$ cat config.mk
export PLATFORM = sky130hd
export DESIGN_NAME = control_sequencer
export DESIGN_NICKNAME = d
export VERILOG_FILES = /design/src/rtl/control_sequencer.sv
export SDC_FILE = /design/constraint.sdc
export NUM_CORES = 1
export LEC_CHECK = 0
export CAP_MARGIN = 30
export CORE_ASPECT_RATIO = 0.8
export CORE_MARGIN = 4
export CORE_UTILIZATION = 40
export CTS_CLUSTER_SIZE = 8
export DETAILED_ROUTE_END_ITERATION = 10
export PLACE_DENSITY = 0.71
export SETUP_SLACK_MARGIN = 0.05
export SYNTH_ARGS = -nofsm -noshare
export SYNTH_HDL_FRONTEND = slang
export SYNTH_SLANG_ARGS = --single-unit
export TNS_END_PERCENT = 50
$ cat constraint.sdc
create_clock -name clock -period 4.9 [get_ports clock]
set_input_delay 0.98 -clock clock [delete_from_list [all_inputs] [get_ports clock]]
set_output_delay 0.98 -clock clock [all_outputs]
set_load 0.02 [all_outputs]
$ cat src/rtl/control_sequencer.sv
// Multi-cycle control sequencer: opcode decode plus memory wait, debounced IN, HALT and interrupt entry.
// Single-cycle ops commit in the cycle they are presented; LW/SW take 1+MEM_LATENCY cycles; IN stalls on Button.
module control_sequencer #(
  parameter int OPCODE_W    = 6,
  parameter int MEM_LATENCY = 1,
  parameter int DEBOUNCE    = 4,
  parameter int INT_ENABLE  = 1,
  parameter int HALT_WAKE   = 0
) (
  input  logic                clock,
  input  logic                reset_n,
  input  logic [OPCODE_W-1:0] Opcode,
  input  logic                Button,
  input  logic                IntReq,
  output logic [2:0]          AluOp,
  output logic                RegDst,
  output logic                MemRead,
  output logic                MemtoReg,
  output logic                MemWrite,
  output logic                ALUSrc,
  output logic                RegWrite,
  output logic                PCFunct,
  output logic                BEQ,
  output logic                BNE,
  output logic                ControlJump,
  output logic                Halt,
  output logic                In,
  output logic                Out,
  output logic                JAL,
  output logic                Disp,
  output logic                savePC,
  output logic                savePCBuffer,
  output logic                setClock,
  output logic                getInterruption,
  output logic                EnableClock,
  output logic                IntSave,
  output logic                IntJump,
  output logic                IllegalOp,
  output logic [3:0]          State
);

  localparam int CNT_W = (MEM_LATENCY > 1) ? $clog2(MEM_LATENCY + 1) : 1;
  localparam int DEB_W = (DEBOUNCE > 1) ? $clog2(DEBOUNCE) : 1;
  localparam bit MEM_MC = (MEM_LATENCY > 0);
  localparam bit INT_ON = (INT_ENABLE != 0);
  localparam bit WAKE_ON = (HALT_WAKE != 0) && (INT_ENABLE != 0);

  typedef enum logic [3:0] {
    BOOT       = 4'd0,
    RUN        = 4'd1,
    MEM_WAIT   = 4'd2,
    IN_WAIT    = 4'd3,
    IN_COMMIT  = 4'd4,
    IN_RELEASE = 4'd5,
    HALTED     = 4'd6,
    INT_SAVE   = 4'd7,
    INT_JUMP   = 4'd8
  } state_e;

  typedef struct packed {
    logic [2:0] alu_op;
    logic       reg_dst;
    logic       mem_read;
    logic       memto_reg;
    logic       mem_write;
    logic       alu_src;
    logic       reg_write;
    logic       pc_funct;
    logic       beq;
    logic       bne;
    logic       jump;
    logic       halt;
    logic       in_op;
    logic       out_op;
    logic       jal;
    logic       disp;
    logic       save_pc;
    logic       save_pcbuf;
    logic       set_clock;
    logic       get_int;
    logic       en_clk;
    logic       int_save;
    logic       int_jump;
    logic       illegal;
  } ctrl_t;

  function automatic ctrl_t decode(input logic [5:0] op, input logic legal);
    ctrl_t c;
    c          = '0;
    c.pc_funct = 1'b1;
    if (!legal) begin
      c.illegal = 1'b1;
    end else begin
      case (op)
        6'h00: begin c.reg_write = 1'b1; c.alu_op = 3'd2; end
        6'h23: begin
          c.reg_write = 1'b1; c.mem_read = 1'b1; c.memto_reg = 1'b1;
          c.alu_src   = 1'b1; c.reg_dst  = 1'b1;
        end
        6'h2B: begin
          c.mem_write = 1'b1; c.memto_reg = 1'b1; c.alu_src = 1'b1; c.reg_dst = 1'b1;
        end
        6'h08, 6'h09, 6'h0C, 6'h0D, 6'h0A, 6'h2D: begin
          c.reg_write = 1'b1; c.alu_src = 1'b1; c.reg_dst = 1'b1;
          case (op)
            6'h09:   c.alu_op = 3'd1;
            6'h0C:   c.alu_op = 3'd3;
            6'h0D:   c.alu_op = 3'd4;
            6'h0A:   c.alu_op = 3'd5;
            6'h2D:   c.alu_op = 3'd6;
            default: c.alu_op = 3'd0;
          endcase
        end
        6'h04: begin c.beq = 1'b1; c.alu_op = 3'd1; end
        6'h05: begin c.bne = 1'b1; c.alu_op = 3'd1; end
        6'h1F: begin c.reg_write = 1'b1; c.reg_dst = 1'b1; c.in_op = 1'b1; end
        6'h1E: c.out_op = 1'b1;
        6'h02: c.jump = 1'b1;
        6'h03: begin c.reg_write = 1'b1; c.jump = 1'b1; c.jal = 1'b1; end
        6'h3F: begin c.halt = 1'b1; c.pc_funct = 1'b0; end
        6'h3E: c.disp = 1'b1;
        6'h24: begin c.reg_write = 1'b1; c.reg_dst = 1'b1; c.save_pc = 1'b1; end
        6'h34: begin c.reg_write = 1'b1; c.reg_dst = 1'b1; c.save_pcbuf = 1'b1; end
        6'h01: c.set_clock = 1'b1;
        6'h06: begin c.reg_write = 1'b1; c.reg_dst = 1'b1; c.get_int = 1'b1; end
        default: c.illegal = 1'b1;
      endcase
    end
    return c;
  endfunction

  state_e           state_q, state_d;
  logic [CNT_W-1:0] cnt_q, cnt_d;
  logic [DEB_W-1:0] deb_q, deb_d;
  logic             mask_q, mask_d;
  logic             lw_q, lw_d;
  logic             pend_q, pend_d;

  ctrl_t ctl, dec, dec_mem, dec_in;
  logic  hi_zero;
  logic  int_ok;

  always_comb begin
    hi_zero = ((Opcode >> 6) == '0);
    dec     = decode(Opcode[5:0], hi_zero);
    dec_mem = decode(lw_q ? 6'h23 : 6'h2B, 1'b1);
    dec_in  = decode(6'h1F, 1'b1);
    int_ok  = INT_ON && IntReq && !mask_q;

    state_d = state_q;
    cnt_d   = cnt_q;
    deb_d   = deb_q;
    mask_d  = mask_q;
    lw_d    = lw_q;
    pend_d  = pend_q;
    ctl     = '0;

    case (state_q)
      BOOT: state_d = RUN;
      RUN: begin
        ctl = dec;
        if (dec.halt) begin
          state_d = HALTED;
        end else if (MEM_MC && (dec.mem_read || dec.mem_write)) begin
          ctl.reg_write = 1'b0;
          ctl.mem_write = 1'b0;
          cnt_d         = CNT_W'(MEM_LATENCY);
          lw_d          = dec.mem_read;
          state_d       = MEM_WAIT;
        end else if (dec.in_op) begin
          ctl.reg_write = 1'b0;
          deb_d         = '0;
          state_d       = IN_WAIT;
        end else begin
          ctl.en_clk = 1'b1;
          if (dec.get_int) mask_d = 1'b0;
          if (int_ok) state_d = INT_SAVE;
        end
      end
      MEM_WAIT: begin
        ctl           = dec_mem;
        ctl.reg_write = 1'b0;
        ctl.mem_write = 1'b0;
        if (cnt_q == CNT_W'(1)) begin
          ctl.reg_write = lw_q;
          ctl.mem_write = !lw_q;
          ctl.en_clk    = 1'b1;
          state_d       = int_ok ? INT_SAVE : RUN;
        end else begin
          cnt_d = cnt_q - CNT_W'(1);
        end
      end
      IN_WAIT: begin
        ctl           = dec_in;
        ctl.reg_write = 1'b0;
        if (!Button) begin
          deb_d = '0;
        end else if (deb_q == DEB_W'(DEBOUNCE - 1)) begin
          deb_d   = '0;
          state_d = IN_COMMIT;
        end else begin
          deb_d = deb_q + DEB_W'(1);
        end
      end
      IN_COMMIT: begin
        ctl        = dec_in;
        ctl.en_clk = 1'b1;
        pend_d     = int_ok;
        state_d    = IN_RELEASE;
      end
      // An interrupt taken at IN commit is deferred until the button is released.
      IN_RELEASE: begin
        if (!Button) begin
          state_d = pend_q ? INT_SAVE : RUN;
          pend_d  = 1'b0;
        end
      end
      HALTED: begin
        ctl.halt = 1'b1;
        if (WAKE_ON && IntReq) state_d = INT_SAVE;
      end
      INT_SAVE: begin
        ctl.int_save = 1'b1;
        state_d      = INT_JUMP;
      end
      INT_JUMP: begin
        ctl.int_jump = 1'b1;
        ctl.en_clk   = 1'b1;
        mask_d       = 1'b1;
        state_d      = RUN;
      end
      default: state_d = BOOT;
    endcase
  end

  always_ff @(posedge clock or negedge reset_n) begin
    if (!reset_n) begin
      state_q <= BOOT;
      cnt_q   <= '0;
      deb_q   <= '0;
      mask_q  <= 1'b0;
      lw_q    <= 1'b0;
      pend_q  <= 1'b0;
    end else begin
      state_q <= state_d;
      cnt_q   <= cnt_d;
      deb_q   <= deb_d;
      mask_q  <= mask_d;
      lw_q    <= lw_d;
      pend_q  <= pend_d;
    end
  end

  assign AluOp           = ctl.alu_op;
  assign RegDst          = ctl.reg_dst;
  assign MemRead         = ctl.mem_read;
  assign MemtoReg        = ctl.memto_reg;
  assign MemWrite        = ctl.mem_write;
  assign ALUSrc          = ctl.alu_src;
  assign RegWrite        = ctl.reg_write;
  assign PCFunct         = ctl.pc_funct;
  assign BEQ             = ctl.beq;
  assign BNE             = ctl.bne;
  assign ControlJump     = ctl.jump;
  assign Halt            = ctl.halt;
  assign In              = ctl.in_op;
  assign Out             = ctl.out_op;
  assign JAL             = ctl.jal;
  assign Disp            = ctl.disp;
  assign savePC          = ctl.save_pc;
  assign savePCBuffer    = ctl.save_pcbuf;
  assign setClock        = ctl.set_clock;
  assign getInterruption = ctl.get_int;
  assign EnableClock     = ctl.en_clk;
  assign IntSave         = ctl.int_save;
  assign IntJump         = ctl.int_jump;
  assign IllegalOp       = ctl.illegal;
  assign State           = state_q;

endmodule

Word level (Yosys, flattened, before mapping) --
Cells that the tools add are included.
Word-level totals: bits of input ports 10, logic and storage cells 194, output and inout bits 30, register bits 10
Operators by class: mux-type cells 89, bitwise operators 2, add/subtract/negate cells 2, equal/unequal tests 60, reduce and logical (&&, ||, !) cells 35
Operator list (number):
- $eq A6 B6 Y1 const B | 14
- $eq A6 B4 Y1 const B | 10
- $mux W1 | 59
- $pmux W13 S4 | 1
- $reduce_or A21 Y1 | 2
- $eq A6 B3 Y1 const B | 6
- $mux W4 | 9
- $pmux W4 S8 | 1
- $pmux W3 S5 | 2
- $eq A6 B2 Y1 const B | 4
- $eq A6 B5 Y1 const B | 4
- $pmux W8 S3 | 1
- $reduce_or A12 Y1 | 2
- $ne A2 B2 Y1 const B | 10
- $pmux W3 S3 | 2
- $reduce_or A2 Y1 | 9
- $eq A4 B3 Y1 const B | 4
- $reduce_or A8 Y1 | 2
- $reduce_or A13 Y1 | 1
- $eq A6 B1 Y1 const B | 2
- $logic_not A6 Y1 | 2
- $reduce_or A6 Y1 | 2
- $mux W2 | 5
- $eq A4 B2 Y1 const B | 2
- 21 further kinds | 32

Depth between registers and ports, before layout --
word-level depth 7, depth in mapped cells 7, depth with buffers taken out 6

Least setup slack after synthesis --
OpenSTA, ideal clock, no wires.
path kind input-to-output, from in Opcode[5], to out AluOp[1], arrival time 2.592 ns, required time 3.920 ns, setup slack 1.328 ns, path buffers 2, cell stages on the path 4, path through buf_2 -> buf_2 -> nand4_1 -> a2111oi_0
On the way: word-level cells in the longest chain between the ends 4, elaborated cells on any way between the ends 14, those cells by class 8 x eq/ne; 3 x mux; 3 x reduce/logical
Ends and longest elaborated chain:
- from (decl) | RTL line 12 | input logic [OPCODE_W-1:0] Opcode,
- $eq A6 B6 Y1 (tied with other cells) | RTL line 94, 105
- $pmux W3 S5 (tied with other cells) | RTL line 105 | case (op)
- $pmux W3 S3 (*) | RTL line 94 | case (op)
- $pmux W13 S4 (*) | RTL line 158 | case (state_q)
- to (decl) | RTL line 15 | output logic [2:0] AluOp,
Every way passes the cells marked *; elsewhere a longest branch is shown, timed or not.

Worst setup path in the final report --
from in Opcode[4], to out IllegalOp
On the way: word-level cells in the longest chain between the ends 4, elaborated cells on any way between the ends 24, those cells by class 20 x eq/ne; 2 x mux; 2 x reduce/logical
Ends and longest elaborated chain:
- $eq A6 B1 Y1 (tied with other cells) | RTL line 94
- $reduce_or A21 Y1 (no source line) (*)
- $mux W1 (*) | RTL line 94
- $pmux W1 S2 (*) | RTL line 158
- to (decl) | RTL line 38 | output logic IllegalOp,
Marks and branches as above.

==> out/metrics.cfg <==
[die]
rows = 17
die_area_um2 = 4100
die_w_um = 70.6
initial_core_util_pct = 43.7
pin_count = 40
coreArea_um2 = 2870
die_y_um = 58.1

[layout]
fillers = 287
diodes = 0
syn2layout_area_growth_pct = 34.6
final_util_pct = 58.8
nets = 228
layout_commonest_cell = clkdlybuf4s50_1
final_cell_mix = clkdlybuf4s50_1 (39), nand2_1 (22), nor2_1 (18), a21oi_1 (13), nor3_1 (11)
drive_gt1_share_pct = 6.51
multi_input_area_um2 = 902
seq_area_um2 = 250

[routing]
postRouteAntennaNets = 0
firstDrtPassIters = 5
vias = 1486
via_per_inst = 5.87
wl_per_cell_um = 14.6
wirelength_um = 3690
drcViolationCount = 0
drtIter0Drc = 250

[critical_path]
critical_path.cell_chain = clkdlybuf4s50_1, and3_1, o211ai_1, nand2_1, a2111oi_0, a21boi_1, clkdlybuf4s50_1
worstSetupStartpoint = Opcode[4]
r2r_cells = 5
worstPathRequired_ns = 3.92
r2r_end = State[0]$_DFFE_PN0P_
cp_slowest_stage_delay_ns = 0.69
path_buf_inv = 2
regToRegSetupSlack_ns = 2.91
crit_slowest_cell = clkdlybuf4s50_1
worstPathMaxFanout = 17
cp_top_family = buffers and inverters
cp.depth = 7
arrival_ns = 3.49
crit_path_end = IllegalOp
critPathMostFrequentCell = clkdlybuf4s50_1
worst_setup_path_start_kind = input port
worstReg2RegStart = State[1]$_DFFE_PN0P_
cp-end-kind = output pin
critPathKind = input port to output pin

[clock_tree]
ctsHoldBuffers = 0
path_clk_slew_ns = 0.05
clk_path_buf_depth = 2
numCtsBuffers = 3
cts_resized = 0
root_buffer = clkbuf_8
post_cts_buffers = 0
cts_tree = built
insertion_delay_ns = 0.23
cts_sinks = 10
htree_levels = 1

[min_path]
hold_class = flip-flop to flip-flop
min_from = deb_q[0]$_DFFE_PN0P_

[yosys]
yosysWarnings = 0
synth_async_sr_flop_share_pct = 100
ys_seq_elements = 10
seq_area_frac_synth_pct = 20.0
synth_cells = 186
syn_area_um2 = 1250
syn_area_per_cell_um2 = 6.74
synth_edf_count = 0
synthFlopType = dfrtp_1
synth_nets = 197
yosys.cell_types.count = 45

[sta]
whs_ns = 0.484
max_freq_mhz = 224
rsz0062_at_grt = false
tightestPinTransition_ns = 0.665
fin_crit_sh_pct = 91.2
relSlewSlack_pct = 55.7
slew_viol_final = 0
finalWorstPathRequiredPeriod_ns = 4.47
setup_tns_ns = 0
setup_viol = 0
hold_violations = 0
fin_skew_ns = 0.00301

[placement]
gp_congestion = 0.928
port_buffers = 39
hpwl_um = 2760

[power_and_ir_drop]
powerDensity_nw_per_um2 = 471
finalPower_mw = 0.796
leakage_nw = 0.608
irDropWorstVdd_mv = 0.268

[global_routing]
grt_overflow_total = 0
antenna_found_initial = 0
grt.total_usage_pct = 17.9
grt_max_degree = 23
grt_pass1_wl_um = 6000
grt_pass1_vias = 1277

[job]
maxCapViolations = 0

[run_status]
status = completed

worst register-to-register path: stages (launching register included):
cell      delay [ns]
dfrtp_1         0.62
nor4b_4         0.55
o311ai_1        0.22
o221ai_2        0.29
o21ai_1         0.12
o31ai_1         0.10
where the power goes:
| group | leakage, nW | switching, mW | internal, mW |
|---|---|---|---|
| Clock | 0.0216 | 0.0298 | 0.0536 |
| Sequential | 0.122 | 0.0792 | 0.115 |
| Combinational | 0.464 | 0.287 | 0.231 |
metrics by stage:
stage                     cells  area, um2  setup WS (ns)
final                       253       1690          0.429
after global routing        253       1690          0.307
after CTS                   253       1690          0.453
after detailed placement    250       1650          0.454
after global placement      250       1650          0.532
after floorplan             186       1250           1.33
synth_stat cells (3+ instances only):
cell type / n / area, um2
clkbuf_1: 4 / 15.0
and3_1: 4 / 25.0
buf_2: 12 / 60.1
nand3_1: 4 / 20.0
nor2b_1: 7 / 43.8
nor2_1: 18 / 67.6
o32ai_1: 3 / 26.3
dfrtp_1: 10 / 250
o21ai_1: 6 / 30.0
a31oi_1: 3 / 18.8
nand2_1: 22 / 82.6
a21oi_1: 13 / 65.1
nor3_1: 11 / 55.1
nor4_1: 4 / 25.0
or2_1: 4 / 25.0
o31ai_1: 7 / 52.6
o21ai_0: 7 / 35.0
nand2b_1: 8 / 50.1
inv_1: 3 / 11.3
registers in the layout, indices dropped and copies added, names as in the netlist:
signal	flops
State	4
cnt_q	1
deb_q	2
lw_q	1
mask_q	1
pend_q	1
layout make-up:
type / count / area share (%)
multi-input combinational: 153 / 53.4
tap: 38 / 2.82
timing repair buffer: 44 / 25.4
sequential: 10 / 14.8
inverter: 5 / 1.11
clock buffer: 3 / 2.45
cells by family after synthesis:
kind of cell | Yosys count | share of synthesized area, %
buf+inv | 23 | 8.08
compound gates | 60 | 32.4
flops | 10 | 20.0
fa+ha+maj | 1 | 0.998
simple gates | 91 | 37.7
mux | 1 | 0.798
metal layers:
layer	part of all wire, %	up-vias	track usage, %
met5	0	-	0
met4	0.33	0	3.75
met3	8.0	2	3.99
met2	42	76	25.5
met1	50	667	27.4
li1	-	741	-
how the worst min path moves through the flow:
stage | end | slack (ns) | cells after the start
2_1_floorplan | deb_q[0]$_DFFE_PN0P_ | 0.45 | 1
3_3_place_gp | deb_q[0]$_DFFE_PN0P_ | 0.47 | 1
3_5_place_dp | deb_q[0]$_DFFE_PN0P_ | 0.49 | 1
4_1_cts | deb_q[0]$_DFFE_PN0P_ | 0.49 | 1
5_1_grt | deb_q[0]$_DFFE_PN0P_ | 0.50 | 1
6_report | deb_q[0]$_DFFE_PN0P_ | 0.48 | 1
Note: power is estimated with default switching activity, not from simulation.
